`src/rtl/mips_ctrl_pkg.sv`:
```
// Shared definitions for the multicycle MIPS control unit.
// Holds the state enum, opcode/funct constants and the datapath select encodings.
// No logic; imported by multicycle_ctrl.
package mips_ctrl_pkg;

   typedef enum logic [3:0] {
      S_IDLE   = 4'd0,
      S_FETCH  = 4'd1,
      S_DECODE = 4'd2,
      S_MEMADR = 4'd3,
      S_MEMRD  = 4'd4,
      S_MEMWB  = 4'd5,
      S_MEMWR  = 4'd6,
      S_EXEC_R = 4'd7,
      S_RWB    = 4'd8,
      S_EXEC_I = 4'd9,
      S_IWB    = 4'd10,
      S_BRANCH = 4'd11,
      S_JUMP   = 4'd12,
      S_JR     = 4'd13
   } state_t;

   // Opcodes
   localparam logic [5:0] OP_RTYPE = 6'b000000;
   localparam logic [5:0] OP_LW    = 6'b100011;
   localparam logic [5:0] OP_SW    = 6'b101011;
   localparam logic [5:0] OP_ADDI  = 6'b001000;
   localparam logic [5:0] OP_SLTI  = 6'b001010;
   localparam logic [5:0] OP_BEQ   = 6'b000100;
   localparam logic [5:0] OP_J     = 6'b000010;
   localparam logic [5:0] OP_JAL   = 6'b000011;

   // Funct codes
   localparam logic [5:0] FUNCT_JR = 6'b001000;

   // ALU operand B select
   localparam logic [1:0] SRCB_REG    = 2'b00;
   localparam logic [1:0] SRCB_FOUR   = 2'b01;
   localparam logic [1:0] SRCB_IMM    = 2'b10;
   localparam logic [1:0] SRCB_BRANCH = 2'b11;

   // ALU operation class
   localparam logic [1:0] ALUOP_ADD   = 2'b00;
   localparam logic [1:0] ALUOP_SUB   = 2'b01;
   localparam logic [1:0] ALUOP_FUNCT = 2'b10;
   localparam logic [1:0] ALUOP_SLT   = 2'b11;

   // Next-PC source
   localparam logic [1:0] PCSRC_ALU    = 2'b00;
   localparam logic [1:0] PCSRC_ALUOUT = 2'b01;
   localparam logic [1:0] PCSRC_JUMP   = 2'b10;
   localparam logic [1:0] PCSRC_REG    = 2'b11;

   // Register-file destination select
   localparam logic [1:0] REGDST_RT = 2'b00;
   localparam logic [1:0] REGDST_RD = 2'b01;
   localparam logic [1:0] REGDST_RA = 2'b10;

   // Register-file write-data source
   localparam logic [1:0] WBSRC_ALU = 2'b00;
   localparam logic [1:0] WBSRC_MEM = 2'b01;
   localparam logic [1:0] WBSRC_PC  = 2'b10;

endpackage

```
`src/rtl/multicycle_ctrl.sv`:
```
// Multicycle MIPS control FSM driving datapath strobes and mux selects.
// Latency: 3-5 states per instruction plus one per memory wait cycle.
// Backpressure: FETCH, MEMRD and MEMWR hold with their access strobes steady until mem_ready_i.
//
// Ports: clk_i/rst_i (async active-high); instr_op_i/funct_i from the IR;
// mem_ready_i ends the current memory access; *_o are datapath controls,
// illegal_o flags an unsupported opcode in DECODE, state_o exposes the state.
module multicycle_ctrl
   import mips_ctrl_pkg::*;
(
   input  logic       clk_i,
   input  logic       rst_i,
   input  logic [5:0] instr_op_i,
   input  logic [5:0] funct_i,
   input  logic       mem_ready_i,
   output logic       mem_read_o,
   output logic       mem_write_o,
   output logic       IorD_o,
   output logic       IRWrite_o,
   output logic       PCWrite_o,
   output logic       PCWriteCond_o,
   output logic       RegWrite_o,
   output logic       ALUSrcA_o,
   output logic [1:0] ALUSrcB_o,
   output logic [1:0] ALUOp_o,
   output logic [1:0] PCSource_o,
   output logic [1:0] RegDst_o,
   output logic [1:0] RegWriteSrc_o,
   output logic       illegal_o,
   output logic [3:0] state_o
);

   state_t state;
   state_t nextState;
   // lw/sw choice latched in DECODE so MEMADR need not look at the opcode.
   logic   isStore;

   always_ff @(posedge clk_i or posedge rst_i) begin
      if (rst_i) begin
         state   <= S_IDLE;
         isStore <= 1'b0;
      end else begin
         state <= nextState;
         if (state == S_DECODE) begin
            isStore <= (instr_op_i == OP_SW);
         end
      end
   end

   always_comb begin
      nextState = state;
      case (state)
         S_IDLE:   nextState = S_FETCH;
         S_FETCH:  nextState = mem_ready_i ? S_DECODE : S_FETCH;
         S_DECODE: begin
            case (instr_op_i)
               OP_LW, OP_SW:     nextState = S_MEMADR;
               OP_RTYPE:         nextState = (funct_i == FUNCT_JR) ? S_JR : S_EXEC_R;
               OP_ADDI, OP_SLTI: nextState = S_EXEC_I;
               OP_BEQ:           nextState = S_BRANCH;
               OP_J, OP_JAL:     nextState = S_JUMP;
               default:          nextState = S_FETCH;
            endcase
         end
         S_MEMADR: nextState = isStore ? S_MEMWR : S_MEMRD;
         S_MEMRD:  nextState = mem_ready_i ? S_MEMWB : S_MEMRD;
         S_MEMWR:  nextState = mem_ready_i ? S_FETCH : S_MEMWR;
         S_EXEC_R: nextState = S_RWB;
         S_EXEC_I: nextState = S_IWB;
         S_MEMWB, S_RWB, S_IWB, S_BRANCH, S_JUMP, S_JR: nextState = S_FETCH;
         default:  nextState = S_IDLE;
      endcase
   end

   // Outputs decode from the state register alone, so an asynchronous reset
   // clears them in the same cycle; only FETCH looks at mem_ready_i.
   always_comb begin
      mem_read_o    = 1'b0;
      mem_write_o   = 1'b0;
      IorD_o        = 1'b0;
      IRWrite_o     = 1'b0;
      PCWrite_o     = 1'b0;
      PCWriteCond_o = 1'b0;
      RegWrite_o    = 1'b0;
      ALUSrcA_o     = 1'b0;
      ALUSrcB_o     = SRCB_REG;
      ALUOp_o       = ALUOP_ADD;
      PCSource_o    = PCSRC_ALU;
      RegDst_o      = REGDST_RT;
      RegWriteSrc_o = WBSRC_ALU;
      illegal_o     = 1'b0;
      case (state)
         S_FETCH: begin
            mem_read_o = 1'b1;
            ALUSrcB_o  = SRCB_FOUR;
            IRWrite_o  = mem_ready_i;
            PCWrite_o  = mem_ready_i;
         end
         S_DECODE: begin
            ALUSrcB_o = SRCB_BRANCH;
            case (instr_op_i)
               OP_LW, OP_SW, OP_RTYPE, OP_ADDI, OP_SLTI,
               OP_BEQ, OP_J, OP_JAL: illegal_o = 1'b0;
               default:              illegal_o = 1'b1;
            endcase
         end
         S_MEMADR: begin
            ALUSrcA_o = 1'b1;
            ALUSrcB_o = SRCB_IMM;
         end
         S_MEMRD: begin
            mem_read_o = 1'b1;
            IorD_o     = 1'b1;
         end
         S_MEMWR: begin
            mem_write_o = 1'b1;
            IorD_o      = 1'b1;
         end
         S_MEMWB: begin
            RegWrite_o    = 1'b1;
            RegWriteSrc_o = WBSRC_MEM;
         end
         S_EXEC_R: begin
            ALUSrcA_o = 1'b1;
            ALUOp_o   = ALUOP_FUNCT;
         end
         S_RWB: begin
            RegWrite_o = 1'b1;
            RegDst_o   = REGDST_RD;
         end
         S_EXEC_I: begin
            ALUSrcA_o = 1'b1;
            ALUSrcB_o = SRCB_IMM;
            ALUOp_o   = (instr_op_i == OP_SLTI) ? ALUOP_SLT : ALUOP_ADD;
         end
         S_IWB: RegWrite_o = 1'b1;
         S_BRANCH: begin
            ALUSrcA_o     = 1'b1;
            ALUOp_o       = ALUOP_SUB;
            PCWriteCond_o = 1'b1;
            PCSource_o    = PCSRC_ALUOUT;
         end
         S_JUMP: begin
            PCWrite_o  = 1'b1;
            PCSource_o = PCSRC_JUMP;
            if (instr_op_i == OP_JAL) begin
               RegWrite_o    = 1'b1;
               RegDst_o      = REGDST_RA;
               RegWriteSrc_o = WBSRC_PC;
            end
         end
         S_JR: begin
            PCWrite_o  = 1'b1;
            PCSource_o = PCSRC_REG;
         end
         default: ;
      endcase
   end

   assign state_o = state;

endmodule

```
`config.mk`:
```
export PLATFORM = sky130hd
export DESIGN_NAME = multicycle_ctrl
export DESIGN_NICKNAME = d
export VERILOG_FILES = /design/src/rtl/mips_ctrl_pkg.sv /design/src/rtl/multicycle_ctrl.sv
export SDC_FILE = /design/constraint.sdc
export NUM_CORES = 1
export LEC_CHECK = 0
export BUFFER_PORTS_ARGS = -buffer_cell sky130_fd_sc_hd__buf_2
export CORE_MARGIN = 3
export CORE_UTILIZATION = 49
export CTS_BUF_LIST = sky130_fd_sc_hd__clkbuf_4 sky130_fd_sc_hd__clkbuf_8
export DETAILED_ROUTE_END_ITERATION = 8
export HOLD_SLACK_MARGIN = 0.1
export PLACE_DENSITY = 0.85
export SLEW_MARGIN = 15
export SYNTH_ARGS = -nofsm -noshare
export SYNTH_HDL_FRONTEND = slang
export SYNTH_SLANG_ARGS = --single-unit
```
`constraint.sdc`:
```
create_clock -name clk_i -period 3.1 [get_ports clk_i]
set_input_delay 0.31 -clock clk_i [delete_from_list [all_inputs] [get_ports clk_i]]
set_output_delay 0.31 -clock clk_i [all_outputs]
set_load 0.02 [all_outputs]
```
==> metrics.txt, run 1 <==
sequential area share after synthesis 17.89%; die width 43.78 um; initial antenna violation count 0; Row Count 12; top-count cell post-synth nor2_1; grt ovf 0; Synth area leaders dfrtp_1 18%, nor2_1 7.0%, nor3_1 6.4%, a21oi_1 5.0%, nor2b_1 4.5%; post-layout net count 151; Remaining DRCs 0; Post-Syn Instances 101; Hold Crit Class in -> reg; Post-synth EDFFs 0; register clock-pin slew on the reported worst setup and hold paths 0.04 ns; Async SR Flop Fraction 100.0%; Post-synth top cells 13 x nor2_1, 9 x nor3_1, 7 x a21oi_1, 7 x nand2_1; core area 1216 um^2; type of destination of the critical path primary output; CTS Buffer Depth 2; RSZ-0062 raised after global routing no; clock period minus final worst setup slack 2.073 ns; total negative slack 0 ns; synth unique cells 36; Sink Count 5; flops & latches, synth 5; worst setup margin 1.027 ns; Final Skew 0.0007200 ns; fillers 108; Yosys top cell by area dfrtp_1; Worst Setup Start Kind register; final setup violation count 0; Routed WL per cell 12.24 um; Tcrit/Tclk final 66.89%; Top FF cell, synth dfrtp_1; pwr dens 669.6 nW/um^2; Tightest Pin Transition 0.6340 ns; root buffer cell clkbuf_4; Vias 853; status finished clean; Slew HR 57.73%; Avg Cell Area, Syn 6.925 um^2; worst setup path class reg -> out; Die ar. 1917 um^2; Synth Warn # 0; I/O Buffers 37; Final Hold Viols 0; H-tree depth 1; Max Fclk 0.4823 GHz; share of cells above drive strength 1 33.33%; Antenna Nets Post-Route 0; r2r setup slk 1.50 ns; WHS 0.3810 ns; leakage 0.4259 nW; worst vdd ir 0.0002993 V; Critical Path RT 2.79 ns; 1st-iter DRT viols 32; DRT Pass-1 Iters 6; placer congestion estimate 0.8683; vias in the first global route 706; area share of the largest cell type after synthesis 17.89%; Num CTS Buffers 3; Tot GR Track Use 19.68%; # IOs 38; first-pass GRT wire length 3.042 mm; Initial Util 57.51%; Synth Cell Area 699.4 um^2; Worst Path Max Fanout 16; die height 43.78 um; TritonCTS clock tree done; clk_lat worst skew 0.24 ns; syn nets 116; DR vias/cell 5.725; Arr. time, crit path 1.76 ns; largest net degree at the start of global routing 24; CTS resizes 0; Max-Cap Viols 0; ant diodes 0; dpl hpwl 1.390 mm; pre-CTS WS 1.222 ns; fin. max-slew vios 0; wirelength, routed 1.824 mm; Area Growth Syn to Fin 28.80%
## per-stage QoR
step / std cells / power [mW] / utilization [%] / instance area [um^2]
final: 149 / 0.6032 / 74.07 / 900.9
after global routing: 149 / 0.6587 / 74.07 / 900.9
after CTS: 149 / 0.6053 / 74.07 / 900.9
after detailed placement: 144 / 0.5198 / 70.78 / 860.8
after global placement: 144 / 0.5120 / 70.78 / 860.8
after floorplan: 101 / 0.4215 / - / 699.4
## layout make-up
type / count / area, um^2 / share of cell area [%]
sequential: 5 / 125.1 / 13.89
timing repair buffer: 38 / 195.2 / 21.67
inverter: 3 / 11.26 / 1.250
clock buffer: 4 / 30.03 / 3.333
tap: 14 / 17.52 / 1.944
multi-input combinational: 85 / 521.8 / 57.92
## placed cells by master (no fill, tap or decap), types with 2 or more instances in the layout
cell,Yosys,layout
buf_2,3,37
nand3_1,5,5
a21boi_0,2,2
xnor2_1,2,2
a21oi_1,7,7
nor2b_1,5,5
o21a_1,2,2
and3b_1,2,2
inv_1,3,3
clkbuf_4,0,4
nor4b_1,2,2
nor3_1,9,9
nand2b_1,4,4
nor2_1,13,13
nor4_1,2,2
nand2_1,7,7
o21ai_0,4,4
dfrtp_1,5,5
o22ai_1,2,2
a31oi_1,2,2
## power breakdown
part	internal [mW]	total, mW	switching (mW)
sequential	0.0863	0.172	0.0860
combinational	0.142	0.348	0.206
clock	0.0573	0.0826	0.0253
total	0.286	0.603	0.317
## final timing paths
path	startpoint	to	cells past startpoint
worst max-delay path	state_o[3]	RegWrite_o	4
worst min-delay path	instr_op_i[3]	isStore	3
worst max register to register	state_o[1]	state_o[3]	4
worst min register to register	isStore	isStore	2
max in group asynchronous	rst_i	state_o[3]	3
min in group asynchronous	rst_i	state_o[1]	3
## logic make-up after synthesis
family | Yosys count | share of synthesized area, %
flip-flops | 5 | 17.89
XOR/XNOR | 2 | 2.505
AND/OR/NAND/NOR | 57 | 45.98
AO/OA/AOI/OAI | 26 | 26.12
buffers and inverters | 11 | 7.512
## worst max-delay path, stage by stage, from the launching register on
cell	delay, ns
dfrtp_1	0.65
inv_1	0.23
o31a_1	0.32
o22ai_1	0.12
buf_2	0.19
## registers in the layout, indices dropped and copies added, names as in the netlist
| register | cells |
|---|---|
| state_o | 4 |
| isStore | 1 |
## layer usage
| layer | share of wire, % | GRT usage [%] | vias up |
|---|---|---|---|
| li1 | - | - | 436 |
| met1 | 44 | 28.09 | 381 |
| met2 | 49 | 31.40 | 34 |
| met3 | 7.0 | 2.490 | 2 |
| met4 | 0.22 | 3.614 | 0 |
| met5 | 0 | 0 | - |
## what timing repair did
| action | CTS | global route |
|---|---|---|
| hold endpoints to repair | 5 | 0 |
| hold buffers | 1 | 0 |
| setup buffers | 0 | 0 |
| endpoints found under the setup margin | 0 | 0 |
No activity file was read; power rests on OpenSTA's default activity.
==> run 2: changes to the inputs <==
CORE_UTILIZATION = 45   (was 49)
PLACE_DENSITY = 0.79   (was 0.85)
clock period = 2.01 ns   (was 3.1 ns; I/O delays follow)
==> run 2 against run 1 <==
Compared with the run above:
- combinational power is 82% higher
- cell count is 4.0% higher
- core utilization is 5.7 points lower
- routed wire length is 7.5% higher
- clock skew is 0.0017 ns higher
- clock power is 62% higher
- sequential power is 28% higher
- critical endpoint is now RegDst_o[1]
- largest power group unchanged
==> metrics.txt, run 2 (same netlist as run 1, synthesis figures left out) <==
status finished clean; Vias 883; DR vias/cell 5.697; pwr dens 1044 nW/um^2; first-pass GRT wire length 3.236 mm; leakage 0.4535 nW; core area 1383 um^2; clock period minus final worst setup slack 1.846 ns; worst r2r path cells 4; Die ar. 2063 um^2; max reg flops 4; # IOs 38; initial antenna violation count 0; Final Util 68.42%; Tightest Pin Transition 0.5691 ns; Final Skew 0.002383 ns; hold buffers post-CTS 1; TritonCTS clock tree done; FF+latch area 125.1 um^2; total negative slack 0 ns; Tot Pwr 0.9874 mW; register clock-pin slew on the reported worst setup and hold paths 0.04 ns; RSZ-0062 raised after global routing no; Sequential Power Share 22.4%; share of cells above drive strength 1 36.43%; Tot GR Track Use 21.56%; type of destination of the critical path primary output; largest net degree at the start of global routing 17; Comb power frac 64.0%; ant diodes 0; worst setup path class reg -> out; net switching power 0.5120 mW; Post-Layout Cell Count 155; Hold Crit Class in -> reg; commonest cells after routing, fill and taps aside 37 x buf_2, 13 x nor2_1, 9 x nor3_1; area of the multi-input gates 528.0 um^2; Placed Cells 150; vias in the first global route 764; postcts setup bufs 0; Routed WL per cell 12.65 um; pre-CTS WS 0.3621 ns; WHS 0.2553 ns; wirelength, routed 1.960 mm; Row Count 13; Max Fclk 0.5418 GHz; sw frac 51.85%; placed cell area 905.9 um^2; Final Cell Area 945.9 um^2; Sink Count 5; die width 45.43 um; Num CTS Buffers 3; Slew HR 62.06%; Worst Path Max Fanout 16; final setup violation count 0; Final Hold Viols 0; root buffer cell clkbuf_4; fin. max-slew vios 0; die height 45.43 um; CTS Buffer Depth 2; grt ovf 0; post-layout net count 156; Tcrit/Tclk final 91.82%; Max-Cap Viols 0; Worst Hold Depth 3; DRT Pass-1 Iters 4; worst vdd ir 0.0003997 V; Arr. time, crit path 1.64 ns; 1st-iter DRT viols 14; fillers 130; clk_lat worst skew 0.25 ns; dpl hpwl 1.544 mm; Initial Util 50.59%; Power Internal 0.4754 mW; commonest non-fill, non-tap cell in the layout buf_2; Antenna Nets Post-Route 0; I/O Buffers 37; Remaining DRCs 0; Clock power frac 13.6%; Critical Path RT 1.81 ns; Worst Setup Start Kind register; placer congestion estimate 0.7981; Area Growth Syn to Fin 35.24%; H-tree depth 1; CTS resizes 0; worst setup margin 0.1644 ns
[run 2: power by group through the flow]
stage          combinational [mW]  sequential (mW)  clock [mW]
6_report                    0.632            0.221       0.134
5_1_grt                     0.697            0.231       0.147
4_1_cts                     0.637            0.221       0.136
3_5_place_dp                0.634            0.222           0
3_3_place_gp                0.621            0.217           0
2_1_floorplan               0.470            0.186           0
[run 2: final cells by class]
| class | instances | share of cell area (%) |
|---|---|---|
| inverters | 3 | 1.190 |
| well taps | 15 | 1.984 |
| clock buffers | 4 | 3.175 |
| multi-input cells | 85 | 55.82 |
| repair buffers | 43 | 24.60 |
| flip-flops and latches | 5 | 13.23 |
[run 2: path summary, 6_finish.rpt]
kind / from / to / slack [ns]
max reg2reg: state_o[2] / state_o[3] / 0.46
max in group asynchronous: rst_i / state_o[3] / 1.46
min in group asynchronous: rst_i / state_o[2] / 0.39
max: state_o[2] / RegDst_o[1] / 0.16
min reg2reg: isStore / isStore / 0.56
min: instr_op_i[3] / isStore / 0.26
[run 2: worst max-delay path, stage by stage (launching register included)]
cell and delay [ns]:
dfrtp_1 0.69, nand2_1 0.20, nor4_1 0.28, buf_2 0.21
[run 2: metal layers]
metal | global-route usage [%] | part of all wire (%)
met3 | 5.929 | 7.7
met4 | 8.772 | 0.87
met5 | 0 | 0
met1 | 26.20 | 43
met2 | 35.38 | 48
==> run 3: changes to the inputs <==
REMOVE_ABC_BUFFERS = 1   (was default)
==> run 3 against run 2 <==
Compared with the run above:
- hold slack about the same
- sequential power fell by 2%
- global-route usage is 0.24 points lower
- clock power barely moved
- cell count down 0.65%
- setup slack gained 0.083 ns
- die area unchanged
- final area shrank 1.2%
- flip-flop and latch count is the same
- total power down 1.4%
- register-to-register slack gained 0.14 ns
==> metrics.txt, run 3 (same netlist as run 1, synthesis figures left out) <==
worst vdd ir 0.0004815 V; Max Fclk 0.5673 GHz; ant diodes 0; Clock power frac 13.7%; WHS 0.2556 ns; Initial Util 50.59%; Antenna Nets Post-Route 0; initial antenna violation count 0; Final Skew 0.004880 ns; Buf/Inv on CP 1; root buffer cell clkbuf_4; CTS Buffer Depth 2; pwr dens 1042 nW/um^2; ordered cell list for the critical path nand2b_1 > nor4b_1 > or2_1 > buf_2; worst r2r path cells 4; reg2reg end state_o[3]; Comb power frac 64.1%; Area Growth Syn to Fin 33.63%; r2r setup slk 0.60 ns; share of cells above drive strength 1 36.69%; Tot Pwr 0.9736 mW; # IOs 38; type of destination of the critical path primary output; clk_lat worst skew 0.25 ns; worst setup path class reg -> out; fillers 127; TritonCTS clock tree done; fin. max-slew vios 0; register clock-pin slew on the reported worst setup and hold paths 0.04 ns; largest net degree at the start of global routing 20; Tot GR Track Use 21.31%; Max-Cap Viols 0; Num CTS Buffers 3; Worst Setup EP PCWrite_o; Worst path slowest cell dfrtp_1; Remaining DRCs 0; Critical Path RT 1.81 ns; Die ar. 2063 um^2; post-layout net count 155; DRT Pass-1 Iters 4; max reg flops 4; Tcrit/Tclk final 87.70%; Worst path depth 4; Sink Count 5; placer congestion estimate 0.8910; placed cell area 892.1 um^2; 1st-iter DRT viols 17; Slew HR 70.92%; CP top delay family simple AND/OR/NAND/NOR gates; Post-Layout Cell Count 154; commonest non-fill, non-tap cell in the layout buf_2; Hold Crit Class in -> reg; Placed Cells 149; Worst Path Max Fanout 8; grt ovf 0; die height 45.43 um; Row Count 13; status finished clean; Arr. time, crit path 1.56 ns; Worst Setup Start Kind register; Vias 874; total negative slack 0 ns; vias in the first global route 779; final setup violation count 0; clock period minus final worst setup slack 1.763 ns; I/O Buffers 37; sw frac 51.99%; RSZ-0062 raised after global routing no; area of the multi-input gates 521.8 um^2; Tightest Pin Transition 0.4328 ns; H-tree depth 1; Largest stage delay, worst path 0.45 ns; FF+latch area 127.6 um^2; Power Internal 0.4674 mW; commonest cells after routing, fill and taps aside 37 x buf_2, 13 x nor2_1, 9 x nor3_1; Sequential Power Share 22.3%; RR Startpoint state_o[2]; Final Hold Viols 0; net switching power 0.5061 mW; Critical Path Source state_o[1]; Hold Path Origin instr_op_i[3]; leakage 0.4430 nW; Final Cell Area 934.6 um^2; dpl hpwl 1.517 mm; first-pass GRT wire length 3.270 mm; Routed WL per cell 12.86 um; die width 45.43 um; DR vias/cell 5.675; core area 1383 um^2; wirelength, routed 1.981 mm
[run 3: cell count changes in the layout (fill, tap and decap cells not counted), sizes merged]
| cell | change |
|---|---|
| buf | -1 |
[run 3: layout make-up]
class                           instances  share of cell area [%]
Timing Repair Buffer                   42                   24.10
Sequential cell                         5                   13.65
Multi-Input combinational cell         85                   55.82
Clock buffer                            4                   3.213
Tap cell                               15                   2.008
Inverter                                3                   1.205
[run 3: metrics by stage]
| stage | util, % | worst slack, ns |
|---|---|---|
| after floorplan | - | -0.2085 |
| after global placement | 64.52 | 0.3925 |
| after detailed placement | 64.52 | 0.3576 |
| after CTS | 67.42 | 0.07659 |
| after global routing | 67.60 | 0.1174 |
| final | 67.60 | 0.2472 |
[run 3: worst min path at each step]
stage | to | slack, ns | depth (start not counted)
global placement | state_o[1] | 0.09 | 2
detailed placement | state_o[1] | 0.1 | 2
global route | isStore | 0.27 | 3
CTS | isStore | 0.25 | 3
finish | isStore | 0.26 | 3
floorplan | isStore | -0.02 | 1
[run 3: worst register-to-register path: cells and delay by family, from the launching register on]
kind / cells / cell delay, ns
flip-flops: 1 / 0.54
AND/OR/NAND/NOR: 1 / 0.24
AO/OA/AOI/OAI: 3 / 0.50
[run 3: power groups by stage]
stage / Sequential (mW) / Clock (mW) / Combinational (mW)
finish: 0.217 / 0.133 / 0.624
global route: 0.226 / 0.143 / 0.691
CTS: 0.214 / 0.136 / 0.626
detailed placement: 0.214 / 0 / 0.621
global placement: 0.212 / 0 / 0.612
floorplan: 0.264 / 0 / 0.350
[run 3: timing repair]
| item | CTS | global route |
|---|---|---|
| hold endpoints to repair | 5 | 0 |
| gates resized for setup | 0 | 2 |
| hold buffers | 1 | 0 |
| setup endpoints to repair | 0 | 3 |
| setup buffers | 0 | 0 |
[run 3: metal layers]
metal  track usage (%)  routed length (um)  vias to the layer above
met5                 0                   0                        -
met4             9.357                  25                        0
met3             2.767                 117                        3
met2             34.54                 969                       30
met1             27.88                 868                      395
li1                  -                   -                      446
